--- src/rtl/sha1_pkg.sv ---
// Shared types and constants for the SHA-1 message padder.
package sha1_pkg;

  typedef enum logic [2:0] {
    S_DATA,
    S_PAD,
    S_ZERO,
    S_LEN_HI,
    S_LEN_LO
  } sha1_pad_state_t;

  localparam int unsigned SHA1_BLOCK_WORDS = 16;
  localparam int unsigned SHA1_IDX_W       = $clog2(SHA1_BLOCK_WORDS);
  localparam int unsigned SHA1_LEN_HI_IDX  = 14;
  localparam logic [7:0]  SHA1_PAD_BYTE    = 8'h80;

endpackage

--- src/rtl/sha1_padder_if.sv ---
// Byte-in / word-out handshake bundle of the SHA-1 message padder.
interface sha1_padder_if;
  import sha1_pkg::*;

  logic                  DIN_VALID_IN;
  logic [7:0]            DIN_DATA_IN;
  logic                  DIN_LAST_IN;
  logic                  DIN_EMPTY_IN;
  logic                  DIN_READY_OUT;
  logic                  WORD_VALID_OUT;
  logic [31:0]           WORD_DATA_OUT;
  logic [SHA1_IDX_W-1:0] WORD_IDX_OUT;
  logic                  MSG_LAST_OUT;
  logic                  WORD_READY_IN;

  // Padder side.
  modport slave (
    input  DIN_VALID_IN, DIN_DATA_IN, DIN_LAST_IN, DIN_EMPTY_IN, WORD_READY_IN,
    output DIN_READY_OUT, WORD_VALID_OUT, WORD_DATA_OUT, WORD_IDX_OUT, MSG_LAST_OUT
  );

  // Byte source / word sink side.
  modport master (
    output DIN_VALID_IN, DIN_DATA_IN, DIN_LAST_IN, DIN_EMPTY_IN, WORD_READY_IN,
    input  DIN_READY_OUT, WORD_VALID_OUT, WORD_DATA_OUT, WORD_IDX_OUT, MSG_LAST_OUT
  );

endinterface

--- src/rtl/sha1_byte_packer.sv ---
// Holds up to three pending message bytes (newest in [7:0]) and forms
// full data words and 0x80-terminated pad words from them.
module sha1_byte_packer
  import sha1_pkg::*;
(
  input  logic        clk,
  input  logic        rst_n,
  input  logic        shift_en,
  input  logic        clear,
  input  logic [7:0]  byte_in,
  output logic [1:0]  pend_cnt,
  output logic [31:0] full_word,
  output logic [31:0] pad_with_byte,
  output logic [31:0] pad_pending
);

  logic [23:0] held_q, held_d;
  logic [1:0]  cnt_q,  cnt_d;

  // Left-justify n bytes of a right-aligned buffer, then 0x80, then zeros.
  function automatic logic [31:0] form_pad(input logic [23:0] bytes, input logic [1:0] n);
    case (n)
      2'd0:    form_pad = {SHA1_PAD_BYTE, 24'h0};
      2'd1:    form_pad = {bytes[7:0], SHA1_PAD_BYTE, 16'h0};
      2'd2:    form_pad = {bytes[15:0], SHA1_PAD_BYTE, 8'h0};
      default: form_pad = {bytes[23:0], SHA1_PAD_BYTE};
    endcase
  endfunction

  assign pend_cnt      = cnt_q;
  assign full_word     = {held_q, byte_in};
  assign pad_with_byte = form_pad({held_q[15:0], byte_in}, cnt_q + 2'd1);
  assign pad_pending   = form_pad(held_q, cnt_q);

  // Next packer contents: clear wins, a 4th byte empties the buffer.
  always_comb begin
    // NOTE: every always_comb output gets a default first so no path infers a latch.
    held_d = held_q;
    cnt_d  = cnt_q;
    if (clear) begin
      held_d = '0;
      cnt_d  = '0;
    end else if (shift_en) begin
      if (cnt_q == 2'd3) begin
        held_d = '0;
        cnt_d  = '0;
      end else begin
        held_d = {held_q[15:0], byte_in};
        cnt_d  = cnt_q + 2'd1;
      end
    end
  end

  // Packer state register.
  always_ff @(posedge clk or negedge rst_n) begin
    // NOTE: sequential state uses non-blocking assignments so every flop samples pre-edge values.
    if (!rst_n) begin
      held_q <= '0;
      cnt_q  <= '0;
    end else begin
      held_q <= held_d;
      cnt_q  <= cnt_d;
    end
  end

endmodule

--- src/rtl/sha1_padder.sv ---
// SHA-1 message padder: packs a byte stream into big-endian words and
// appends 0x80, zero fill and the 64-bit bit length as 16-word blocks.
module sha1_padder
  import sha1_pkg::*;
#(
  parameter int unsigned CNT_W = 61
) (
  input  logic          PCLK_IN,
  input  logic          PRESETn_IN,
  sha1_padder_if.slave  bus
);

  localparam logic [SHA1_IDX_W-1:0] LEN_HI_IDX = SHA1_IDX_W'(SHA1_LEN_HI_IDX);

  sha1_pad_state_t       state_q, state_d;
  logic [CNT_W-1:0]      byte_cnt_q, byte_cnt_d;
  logic [SHA1_IDX_W-1:0] word_idx_q, word_idx_d;   // index the next loaded word gets
  logic                  out_valid_q, out_valid_d;
  logic [31:0]           out_data_q, out_data_d;
  logic [SHA1_IDX_W-1:0] out_idx_q, out_idx_d;
  logic                  out_last_q, out_last_d;

  logic        can_load, din_ready, din_fire, next_is_len;
  logic        load_en, load_last, pk_shift, pk_clear;
  logic [31:0] load_word;
  logic [63:0] msg_len;
  logic [1:0]  pend_cnt;
  logic [31:0] full_word, pad_with_byte, pad_pending;

  sha1_byte_packer u_packer (
    .clk           (PCLK_IN),
    .rst_n         (PRESETn_IN),
    .shift_en      (pk_shift),
    .clear         (pk_clear),
    .byte_in       (bus.DIN_DATA_IN),
    .pend_cnt      (pend_cnt),
    .full_word     (full_word),
    .pad_with_byte (pad_with_byte),
    .pad_pending   (pad_pending)
  );

  assign can_load    = !out_valid_q || bus.WORD_READY_IN;
  assign din_ready   = PRESETn_IN && (state_q == S_DATA) && can_load;
  assign din_fire    = bus.DIN_VALID_IN && din_ready;
  assign next_is_len = (word_idx_q + 1'b1) == LEN_HI_IDX;
  assign msg_len     = 64'(byte_cnt_q) << 3;

  // FSM next state, word selection and packer control.
  always_comb begin
    state_d    = state_q;
    byte_cnt_d = byte_cnt_q;
    load_en    = 1'b0;
    load_word  = '0;
    load_last  = 1'b0;
    pk_shift   = 1'b0;
    pk_clear   = 1'b0;
    case (state_q)
      S_DATA: begin
        if (din_fire) begin
          if (bus.DIN_EMPTY_IN) begin
            // An empty beat only matters when it terminates the message.
            if (bus.DIN_LAST_IN) state_d = S_PAD;
          end else begin
            byte_cnt_d = byte_cnt_q + CNT_W'(1);
            pk_shift   = 1'b1;
            if (pend_cnt == 2'd3) begin
              load_en   = 1'b1;
              load_word = full_word;
              if (bus.DIN_LAST_IN) state_d = S_PAD;
            end else if (bus.DIN_LAST_IN) begin
              load_en   = 1'b1;
              load_word = pad_with_byte;
              pk_clear  = 1'b1;
              state_d   = next_is_len ? S_LEN_HI : S_ZERO;
            end
          end
        end
      end
      S_PAD: begin
        if (can_load) begin
          load_en   = 1'b1;
          load_word = pad_pending;
          pk_clear  = 1'b1;
          state_d   = next_is_len ? S_LEN_HI : S_ZERO;
        end
      end
      S_ZERO: begin
        if (can_load) begin
          load_en = 1'b1;
          if (next_is_len) state_d = S_LEN_HI;
        end
      end
      S_LEN_HI: begin
        if (can_load) begin
          load_en   = 1'b1;
          load_word = msg_len[63:32];
          state_d   = S_LEN_LO;
        end
      end
      S_LEN_LO: begin
        if (can_load) begin
          load_en    = 1'b1;
          load_word  = msg_len[31:0];
          load_last  = 1'b1;
          byte_cnt_d = '0;
          pk_clear   = 1'b1;
          state_d    = S_DATA;
        end
      end
      default: state_d = S_DATA;
    endcase
  end

  // Output register: drop on handshake, reload when a new word is chosen.
  // The index after word 15 wraps to 0, which also resets it for the next message.
  always_comb begin
    out_valid_d = out_valid_q;
    out_data_d  = out_data_q;
    out_idx_d   = out_idx_q;
    out_last_d  = out_last_q;
    word_idx_d  = word_idx_q;
    if (out_valid_q && bus.WORD_READY_IN) begin
      out_valid_d = 1'b0;
      out_last_d  = 1'b0;
    end
    if (load_en) begin
      out_valid_d = 1'b1;
      out_data_d  = load_word;
      out_idx_d   = word_idx_q;
      out_last_d  = load_last;
      word_idx_d  = word_idx_q + 1'b1;
    end
  end

  // State, counters and output register.
  always_ff @(posedge PCLK_IN or negedge PRESETn_IN) begin
    if (!PRESETn_IN) begin
      state_q     <= S_DATA;
      byte_cnt_q  <= '0;
      word_idx_q  <= '0;
      out_valid_q <= 1'b0;
      out_data_q  <= '0;
      out_idx_q   <= '0;
      out_last_q  <= 1'b0;
    end else begin
      state_q     <= state_d;
      byte_cnt_q  <= byte_cnt_d;
      word_idx_q  <= word_idx_d;
      out_valid_q <= out_valid_d;
      out_data_q  <= out_data_d;
      out_idx_q   <= out_idx_d;
      out_last_q  <= out_last_d;
    end
  end

  assign bus.DIN_READY_OUT  = din_ready;
  assign bus.WORD_VALID_OUT = out_valid_q;
  assign bus.WORD_DATA_OUT  = out_data_q;
  assign bus.WORD_IDX_OUT   = out_idx_q;
  assign bus.MSG_LAST_OUT   = out_last_q;

endmodule

--- src/flat_wrapper.sv ---
// flat-port wrapper written by rule: the top's interface ports become plain ports
module sha1_padder_flat import sha1_pkg::*;
#(
  parameter int unsigned CNT_W = 61
)
  (PCLK_IN, PRESETn_IN, bus_DIN_VALID_IN, bus_DIN_DATA_IN, bus_DIN_LAST_IN, bus_DIN_EMPTY_IN, bus_WORD_READY_IN, bus_DIN_READY_OUT, bus_WORD_VALID_OUT, bus_WORD_DATA_OUT, bus_WORD_IDX_OUT, bus_MSG_LAST_OUT);
  sha1_padder_if bus_i ();
  input  logic PCLK_IN;
  input  logic PRESETn_IN;
  input wire logic [$bits(bus_i.DIN_VALID_IN)-1:0] bus_DIN_VALID_IN;
  input wire logic [$bits(bus_i.DIN_DATA_IN)-1:0] bus_DIN_DATA_IN;
  input wire logic [$bits(bus_i.DIN_LAST_IN)-1:0] bus_DIN_LAST_IN;
  input wire logic [$bits(bus_i.DIN_EMPTY_IN)-1:0] bus_DIN_EMPTY_IN;
  input wire logic [$bits(bus_i.WORD_READY_IN)-1:0] bus_WORD_READY_IN;
  output wire logic [$bits(bus_i.DIN_READY_OUT)-1:0] bus_DIN_READY_OUT;
  output wire logic [$bits(bus_i.WORD_VALID_OUT)-1:0] bus_WORD_VALID_OUT;
  output wire logic [$bits(bus_i.WORD_DATA_OUT)-1:0] bus_WORD_DATA_OUT;
  output wire logic [$bits(bus_i.WORD_IDX_OUT)-1:0] bus_WORD_IDX_OUT;
  output wire logic [$bits(bus_i.MSG_LAST_OUT)-1:0] bus_MSG_LAST_OUT;
  assign bus_i.DIN_VALID_IN = bus_DIN_VALID_IN;
  assign bus_i.DIN_DATA_IN = bus_DIN_DATA_IN;
  assign bus_i.DIN_LAST_IN = bus_DIN_LAST_IN;
  assign bus_i.DIN_EMPTY_IN = bus_DIN_EMPTY_IN;
  assign bus_i.WORD_READY_IN = bus_WORD_READY_IN;
  assign bus_DIN_READY_OUT = bus_i.DIN_READY_OUT;
  assign bus_WORD_VALID_OUT = bus_i.WORD_VALID_OUT;
  assign bus_WORD_DATA_OUT = bus_i.WORD_DATA_OUT;
  assign bus_WORD_IDX_OUT = bus_i.WORD_IDX_OUT;
  assign bus_MSG_LAST_OUT = bus_i.MSG_LAST_OUT;
  sha1_padder #(.CNT_W(CNT_W)) u_core (.PCLK_IN(PCLK_IN), .PRESETn_IN(PRESETn_IN), .bus(bus_i));
endmodule
--- config.mk ---
export PLATFORM = sky130hd
export DESIGN_NAME = sha1_padder_flat
export DESIGN_NICKNAME = d
export VERILOG_FILES = /design/src/rtl/sha1_pkg.sv /design/src/rtl/sha1_padder_if.sv /design/src/rtl/sha1_byte_packer.sv /design/src/rtl/sha1_padder.sv /design/src/flat_wrapper.sv
export SDC_FILE = /design/constraint.sdc
export NUM_CORES = 1
export LEC_CHECK = 0
export ABC_CLOCK_PERIOD_IN_PS = 4900
export BUFFER_PORTS_ARGS = -buffer_cell sky130_fd_sc_hd__buf_4
export CORE_ASPECT_RATIO = 1.1
export CORE_MARGIN = 10
export CORE_UTILIZATION = 40
export DETAILED_ROUTE_END_ITERATION = 7
export PLACE_DENSITY = 0.62
export SYNTH_ARGS = -nofsm -noshare
export SYNTH_HDL_FRONTEND = slang
export SYNTH_SLANG_ARGS = --single-unit
export TNS_END_PERCENT = 100
--- constraint.sdc ---
create_clock -name PCLK_IN -period 4.9 [get_ports PCLK_IN]
set_clock_uncertainty 0.05 [all_clocks]
set_input_delay 0.98 -clock PCLK_IN [delete_from_list [all_inputs] [get_ports PCLK_IN]]
set_output_delay 0.98 -clock PCLK_IN [all_outputs]
set_load 0.05 [all_outputs]
==> impl_metrics.tcl <==
set metrics [dict create \
    rsz0062_at_grt "no" \
    final_cells 1076 \
    grt_pass1_vias 6348 \
    antenna_found_initial 0 \
    cts_tree "built" \
    postCtsSetupRepairBufs 0 \
    p_int_w 0.00235 \
    synth-seq-area-share_pct 45.2 \
    cap_violations 0 \
    crit_family "buffers and inverters" \
    fin_crit_sh_pct 63.7 \
    core_area_mm2 0.0178 \
    crit_buf_inv 3 \
    die_height_um 162 \
    ir_drop_mv 0.258 \
    wire_per_inst_um 21.5 \
    avgViaCountPerCell 6.17 \
    dr.pass1.iters 6 \
    io_buffers 52 \
    synth-seq-cells 132 \
    initial_core_util_pct 41.1 \
    clockRootBuffer "clkbuf_16" \
    drive_above_1_share_pct 14.6 \
    r2r_cells 5 \
    netlist.area_leader.share_pct 45.2 \
    min_path_cells 2 \
    critPathLaunchType "primary input" \
    final_hold_viol_count 0 \
    grt_max_degree 73 \
    clock_path_buffers 2 \
    min-delay-path-class "reg2reg" \
    layout.nets 847 \
    clock_power_share_pct 37.5 \
    yosys_most_used_dff "dfrtp_1" \
    routabilityCongestion 0.875 \
    syn_area_mm2 0.00731 \
    drt_iter0_drc 936 \
    outcome "completed" \
    drc 0 \
    clock_sinks 132 \
    pwr_density_cell_mw_per_mm2 429 \
    worst_pin_slew_ps 1190 \
    critPathMaxStageDelay_ps 610 \
    synth.distinct_cells 56 \
    final_common_cell "dfrtp_1" \
    final_cell_mix "dfrtp_1, nor2_1, a21oi_1, buf_4, nand2_1" \
    vias 6636 \
    grt_first_pass_wirelength_mm 36.6 \
    crit_arrival_ps 2090 \
    wirelength_mm 23.2 \
    place_inst 1044 \
    cp.required_ps 3870 \
    dp_hpwl_mm 15.9 \
    syn_nets 817 \
    layout_min_cycle_time_ps 3120 \
    crit_top_cell "buf_4" \
    crit_path_cell_trace "buf_6 -> buf_4 -> nand2_1 -> nor2_1 -> buf_4" \
    syn2layout_area_growth_pct 16.8 \
    fmax_ghz 0.320 \
    seqPwrFrac_pct 37.7 \
    cellLeakagePower_nw 3.74 \
    p_sw_share_pct 35.8 \
    dieArea_mm2 0.0241 \
    postCtsHoldBufs 0 \
    comb_power_share_pct 24.8 \
    crit_fanout 64 \
    p_switching_w 0.00131 \
    ctsResizeCount 0 \
    setup_tns_ps 0 \
    drv_slew 0 \
    grt_overflow_total 0 \
    path_depth 5 \
    pin_count 53 \
    crit_slowest_cell "buf_4" \
    synth_area_leaders "dfrtp_1, a21oi_1, nor2_1, a221o_1, o21ai_0" \
    tritoncts.num_buffers 17 \
    grt.total_usage_pct 19.2 \
    async_reset_ff_share_pct 100 \
    slew_headroom_pct 20.5 \
    std_cell_rows 51 \
    ys_warn_count 0 \
    postSynthAreaPerCell_um2 9.19 \
    postRouteAntennaNets 0 \
    crit_path_end_kind "output port" \
    syn_inst 795 \
    diodes 0 \
    clk_pin_slew_ps 60 \
    synth_edf_count 0 \
    synth_top_area_cell "dfrtp_1" \
    insertion_delay_ps 440 \
    die_x_um 149 \
    htree_levels 4 \
    critical_path_class "in2out" \
    setup_violations 0 \
]
## registers in the layout, summed over array words and instances, names as in the netlist
| signal | count |
|---|---|
| u_core.byte_cnt_q | 61 |
| u_core.bus.WORD_DATA_OUT | 32 |
| u_core.u_packer.held_q | 24 |
| u_core.bus.WORD_IDX_OUT | 4 |
| u_core.word_idx_q | 4 |
| u_core.state_q | 3 |
| u_core.u_packer.pend_cnt | 2 |
| u_core.bus.MSG_LAST_OUT | 1 |
| u_core.bus.WORD_VALID_OUT | 1 |
## synth_stat cells (all sizes together) (5+ instances only)
master / number
dfrtp: 132
nor2: 78
a21oi: 72
nand2: 64
o21ai: 49
clkbuf: 32
and3: 28
buf: 26
nand4: 26
a221o: 25
or3: 25
nand3: 24
a22oi: 21
nor3: 19
nor4: 19
a222oi: 18
xnor2: 18
inv: 13
a22o: 11
or4: 10
a2bb2oi: 9
o31ai: 9
xor2: 9
ha: 8
or2: 6
nand2b: 5
## path summary, 6_finish.rpt
path / slack (ps) / end / start
max: 1780 / bus_DIN_READY_OUT / PRESETn_IN
min: 430 / u_core.bus.WORD_IDX_OUT[1] / u_core.bus.WORD_IDX_OUT[1]
max reg2reg: 2070 / u_core.bus.WORD_DATA_OUT[31] / u_core.state_q[1]
min reg2reg: 430 / u_core.bus.WORD_IDX_OUT[1] / u_core.bus.WORD_IDX_OUT[1]
max in group asynchronous: 2670 / u_core.byte_cnt_q[43] / PRESETn_IN
min in group asynchronous: 660 / u_core.bus.WORD_DATA_OUT[19] / PRESETn_IN
## worst min-delay path: cells and delay by family, from the launching register on
family          cells  cell delay [ps]
flops               1              340
compound gates      1               60
simple gates        1               40
## final cells by class
| class | count | area [um^2] |
|---|---|---|
| multi-input cells | 592 | 3740 |
| inverters | 13 | 48.8 |
| fillers | 1703 | 9270 |
| clock inverters | 12 | 180 |
| clock buffers | 20 | 447 |
| flip-flops and latches | 132 | 3300 |
| repair buffers | 69 | 522 |
| well taps | 238 | 298 |
## cell families (layout without fill, tap and decap cells)
| logic type | count (synthesis) | in the layout | share of synthesized area (%) |
|---|---|---|---|
| and+or+nand+nor | 318 | 318 | 23.2 |
| AOI/OAI and AO/OA | 236 | 236 | 22.3 |
| DFF | 132 | 132 | 45.2 |
| buffers and inverters | 71 | 114 | 4.25 |
| xor gates and xnor gates | 27 | 27 | 3.24 |
| adders and majority gates | 8 | 8 | 1.37 |
| muxes | 3 | 3 | 0.462 |
## per-stage QoR
stage	util, %	power, W	setup WS, ps	hold WS (ps)	cell area, um^2
floorplan	-	0.00196	1910	419	7310
global placement	44.4	0.00229	1460	416	7910
detailed placement	44.4	0.00230	1430	420	7910
CTS	48.0	0.00367	1700	435	8540
global route	48.0	0.00383	1580	460	8540
finish	48.0	0.00366	1780	429	8540
## routing by layer
metal / GRT usage [%] / vias up / part of all wire, %
met1: 25.8 / 3321 / 45
met5: 0 / - / 0
li1: - / 3077 / -
met3: 4.42 / 30 / 6.4
met2: 30.2 / 208 / 48
met4: 5.54 / 0 / 1.5
## power groups by stage
| stage | logic [W] | registers (W) | clock network (W) |
|---|---|---|---|
| finish | 0.000907 | 0.00138 | 0.00138 |
| global route | 0.000996 | 0.00140 | 0.00144 |
| CTS | 0.000912 | 0.00137 | 0.00138 |
| detailed placement | 0.000908 | 0.00139 | 0 |
| global placement | 0.000897 | 0.00139 | 0 |
| floorplan | 0.000536 | 0.00143 | 0 |
Note: power is estimated with default switching activity, not from simulation.
